[src/rtl/button_event_decoder.sv]
// Turns a debounced button level into short/double/long press strobes and a held level.
// Optional auto-repeat while held is built only when BUTTON_REPEAT_EN is defined.
module button_event_decoder #(
  parameter int LONG_PRESS_CYCLES = 50_000_000,
  parameter int DOUBLE_GAP_CYCLES = 25_000_000,
  parameter int REPEAT_CYCLES     = 10_000_000
) (
  input  logic clk_in,
  input  logic rst_in,
  input  logic clean_in,
  output logic short_press_out,
  output logic double_press_out,
  output logic long_press_out,
  output logic repeat_out,
  output logic held_out
);

  localparam int MAX_LG  = (LONG_PRESS_CYCLES > DOUBLE_GAP_CYCLES) ? LONG_PRESS_CYCLES : DOUBLE_GAP_CYCLES;
  localparam int MAX_CYC = (MAX_LG > REPEAT_CYCLES) ? MAX_LG : REPEAT_CYCLES;
  localparam int CNT_W   = $clog2(MAX_CYC) + 1;

  localparam logic [CNT_W-1:0] LONG_LAST = CNT_W'(LONG_PRESS_CYCLES - 1);
  localparam logic [CNT_W-1:0] GAP_LAST  = CNT_W'(DOUBLE_GAP_CYCLES - 1);

  typedef enum logic [2:0] {
    IDLE,
    PRESS1,
    WAIT_GAP,
    PRESS2,
    LONG_HELD,
    WAIT_RELEASE
  } state_t;

  state_t           state_q, state_d;
  logic [CNT_W-1:0] cnt_q, cnt_d;
  logic             prev_q, prev_d;
  logic             short_q, short_d;
  logic             double_q, double_d;
  logic             long_q, long_d;
  logic             held_q, held_d;
  logic             rise;

`ifdef BUTTON_REPEAT_EN
  localparam logic [CNT_W-1:0] REP_LAST = CNT_W'(REPEAT_CYCLES - 1);
  logic             repeat_q, repeat_d;
`endif

  assign rise = clean_in & ~prev_q;

  always_comb begin
    state_d  = state_q;
    cnt_d    = cnt_q + 1'b1;
    prev_d   = clean_in;
    short_d  = 1'b0;
    double_d = 1'b0;
    long_d   = 1'b0;
`ifdef BUTTON_REPEAT_EN
    repeat_d = 1'b0;
`endif
    case (state_q)
      IDLE: begin
        cnt_d = '0;
        if (rise) state_d = PRESS1;
      end
      PRESS1: begin
        if (!clean_in) begin
          state_d = WAIT_GAP;
          cnt_d   = '0;
        end else if (cnt_q == LONG_LAST) begin
          long_d  = 1'b1;
          state_d = LONG_HELD;
          cnt_d   = '0;
        end
      end
      WAIT_GAP: begin
        // A rise on the expiry cycle still counts as the second press.
        if (rise) begin
          state_d = PRESS2;
          cnt_d   = '0;
        end else if (cnt_q == GAP_LAST) begin
          short_d = 1'b1;
          state_d = IDLE;
          cnt_d   = '0;
        end
      end
      PRESS2: begin
        if (!clean_in) begin
          double_d = 1'b1;
          state_d  = IDLE;
          cnt_d    = '0;
        end else if (cnt_q == LONG_LAST) begin
          double_d = 1'b1;
          state_d  = WAIT_RELEASE;
          cnt_d    = '0;
        end
      end
      LONG_HELD: begin
        if (!clean_in) begin
          state_d = IDLE;
          cnt_d   = '0;
        end else begin
`ifdef BUTTON_REPEAT_EN
          if (cnt_q == REP_LAST) begin
            repeat_d = 1'b1;
            cnt_d    = '0;
          end
`else
          cnt_d = '0;
`endif
        end
      end
      WAIT_RELEASE: begin
        cnt_d = '0;
        if (!clean_in) state_d = IDLE;
      end
      default: begin
        state_d = IDLE;
        cnt_d   = '0;
      end
    endcase
    held_d = (state_d == LONG_HELD);
  end

  // prev resets high so a button held through reset must be released first.
  always_ff @(posedge clk_in) begin
    if (!rst_in) begin
      state_q  <= IDLE;
      cnt_q    <= '0;
      prev_q   <= 1'b1;
      short_q  <= 1'b0;
      double_q <= 1'b0;
      long_q   <= 1'b0;
      held_q   <= 1'b0;
    end else begin
      state_q  <= state_d;
      cnt_q    <= cnt_d;
      prev_q   <= prev_d;
      short_q  <= short_d;
      double_q <= double_d;
      long_q   <= long_d;
      held_q   <= held_d;
    end
  end

`ifdef BUTTON_REPEAT_EN
  always_ff @(posedge clk_in) begin
    if (!rst_in) repeat_q <= 1'b0;
    else         repeat_q <= repeat_d;
  end
  assign repeat_out = repeat_q;
`else
  assign repeat_out = 1'b0;
`endif

  assign short_press_out  = short_q;
  assign double_press_out = double_q;
  assign long_press_out   = long_q;
  assign held_out         = held_q;

endmodule

[config.mk]
export PLATFORM = sky130hd
export DESIGN_NAME = button_event_decoder
export DESIGN_NICKNAME = d
export VERILOG_FILES = /design/src/rtl/button_event_decoder.sv
export SDC_FILE = /design/constraint.sdc
export NUM_CORES = 1
export LEC_CHECK = 0
export ABC_AREA = 1
export CELL_PAD_IN_SITES_DETAIL_PLACEMENT = 0
export CELL_PAD_IN_SITES_GLOBAL_PLACEMENT = 2
export CORE_MARGIN = 1.5
export CORE_UTILIZATION = 37
export CTS_CLUSTER_SIZE = 12
export DETAILED_ROUTE_END_ITERATION = 6
export PLACE_DENSITY = 0.81
export SLEW_MARGIN = 10
export SYNTH_ARGS = -nofsm -noshare
export SYNTH_HDL_FRONTEND = slang
export SYNTH_SLANG_ARGS = --single-unit
[constraint.sdc]
create_clock -name clk_in -period 4.54 [get_ports clk_in]
set_clock_uncertainty 0.15 [all_clocks]
set_input_delay 0.681 -clock clk_in [delete_from_list [all_inputs] [get_ports clk_in]]
set_output_delay 0.681 -clock clk_in [all_outputs]
set_load 0.1 [all_outputs]
==> impl_metrics.ini <==
[outcome]
status = finished clean

[logic_synthesis]
synth_seq_cells = 35
synth_warnings = 0
synth.most_common_cell = nand2_1
synth_top_area_share_pct = 33.5
synthFlopType = dfxtp_1
synth_cell_types = 29
yosysTopAreaCell = dfxtp_1
postSynthNetCount = 309
avgSynthCellArea_um2 = 6.85
netlist_top_cells_area = dfxtp_1, nand2_1, nor2_1, inv_1, nand3_1
synth.cell_area_um2 = 2090
ys_async_sr_fraction_pct = 0
ys_seq_area_share_pct = 33.5
synth_common_cells = nand2_1, nor2_1, dfxtp_1
synth_edf_count = 0
postSynthCellCount = 305

[timing]
worst_pin_slew_ps = 965
finalSetupTns_ps = 0
hold_viol = 0
slew_viol_final = 0
rsz0062_at_grt = no
period_minus_slack_ps = 2550
maxSlewHeadroom_pct = 35.4
max_freq_mhz = 393
setup_viol = 0
period_share_pct = 56.1

[clock_tree]
hold_buffers = 0
cts_tree = done
htreeDepth = 2
cts.sinks = 35
cts-root-buf = clkbuf_8
cts_made_buffers = 5
post-cts-setup-buffers = 0
cts_buffer_depth = 2
cts-resized-gates = 0
path_clk_slew_ps = 70
clk_latency_ps = 290

[final_layout]
n_antenna_cell = 0
drive_gt1_share_pct = 10.6
final_nets = 314
area_growth_pct = 7.19

[setup_path]
worst_path_largest_cell_delay_ps = 1120
critPathRequiredTime_ps = 3710
slowest_stage = clkdlybuf4s50_1
crit_fanout = 1
reg2reg_from = cnt_q[0]$_SDFF_PN0_
path_class = reg2out
worstPathCellList = clkdlybuf4s50_1
startpoint_type = register
crit_path_start = short_press_out$_SDFF_PP0_
end_kind = output pin
cp_top_family = buffers and inverters
critical_path_arrival_ps = 1720
cp_num_buf_inv = 1

[die]
row_count = 27
die_h_um = 78.2
initial_core_util_pct = 38.2
die_area_um2 = 6110
chipWidth_um = 78.2
core-area_um2 = 5470
io_pins = 8

[global_routing]
grt_pass1_wl_um = 8600
grt.total_usage_pct = 18.3
grt_max_degree = 28
grt_pass1_vias = 1740
grt-ovfl-total = 0
antenna_found_initial = 0

[route]
vias = 1830
wl_per_cell_um = 13.3
drt_iter0_markers = 80
via_per_inst = 4.78
drc = 0
dr.pass1.iters = 4
wirelength_um = 5110
postRouteAntennaNets = 0

[placed_design]
io_buffers = 6
post-dp-hpwl_um = 3830
place_congestion = 0.818

[power_and_ir_drop]
ir_worst_vdd_mv = 0.140
power.total_uw = 546
powerDensity_nw_per_um2 = 244
p_leak_nw = 0.702

[hold_path]
min-delay-path-class = reg2reg
worstHoldStart = cnt_q[0]$_SDFF_PN0_

[flow_run]
drv_cap = 0
==> sequential cells by signal (all words and copies together), names as in the netlist <==
register / count
prev_q: 1
double_press_out: 1
held_out: 1
state_q: 3
long_press_out: 1
short_press_out: 1
cnt_q: 27
==> cell usage in the layout, fill, tap and decap left out, types with 2 or more instances in the layout <==
master / n
nand3_1: 22
nand3_4: 3
clkbuf_8: 5
nor3_2: 2
nand4_1: 5
a21oi_2: 8
xor2_1: 12
nand2_1: 81
nor2_1: 42
clkbuf_1: 2
xnor2_1: 4
inv_1: 32
dfxtp_1: 35
nor2_2: 2
nor2_4: 2
nor3_1: 12
inv_2: 2
clkdlybuf4s50_1: 6
a21oi_1: 20
nand2_2: 5
==> stage by stage <==
stage / cell area (µm²) / worst slack [ps] / util, % / hold WS, ps / cells
global route: 2240 / 1940 / 40.9 / 328 / 383
detailed placement: 2160 / 1980 / 39.4 / 292 / 375
floorplan: 2090 / 2800 / - / 273 / 305
finish: 2240 / 1990 / 40.9 / 295 / 383
CTS: 2240 / 1980 / 40.9 / 303 / 383
global placement: 2160 / 2000 / 39.4 / 287 / 375
==> area by class of cell <==
cell class	count	area, µm²
Fill cell	611	3230
Multi-Input combinational cell	227	1170
Sequential cell	35	701
Inverter	35	136
Tap cell	72	90.1
Clock buffer	7	76.3
Timing Repair Buffer	6	60.1
Clock inverter	1	5.00
==> routing by layer <==
| metal | GRT usage [%] | up-vias | part of all wire (%) |
|---|---|---|---|
| met5 | 0 | - | 0 |
| met4 | 5.36 | 0 | 0.53 |
| met3 | 3.60 | 2 | 3.5 |
| met2 | 29.7 | 24 | 46 |
| met1 | 24.6 | 832 | 50 |
| li1 | - | 972 | - |
==> cell families (layout without fill, tap and decap cells) <==
family | Yosys count | after routing | share of synthesized area (%)
AO/OA/AOI/OAI | 30 | 30 | 8.86
flip-flops | 35 | 35 | 33.5
adder cells (fa/ha/maj) | 1 | 1 | 0.599
buffers and inverters | 43 | 49 | 10.4
AND/OR/NAND/NOR | 179 | 179 | 39.7
other | 1 | 1 | 0.179
XOR/XNOR | 16 | 16 | 6.71
==> path summary, 6_finish.rpt <==
check / to / slack, ps / cells after the start
max: short_press_out / 1990 / 1
min: cnt_q[0]$_SDFF_PN0_ / 300 / 1
max reg2reg: cnt_q[1]$_SDFF_PN0_ / 2560 / 8
min reg2reg: cnt_q[0]$_SDFF_PN0_ / 300 / 1
==> where the power goes <==
| part | total [mW] | internal (mW) | switching, mW |
|---|---|---|---|
| clock network | 0.220 | 0.108 | 0.113 |
| logic | 0.0162 | 0.00384 | 0.0124 |
| registers | 0.309 | 0.308 | 0.000815 |
Note: power is estimated with default switching activity, not from simulation.
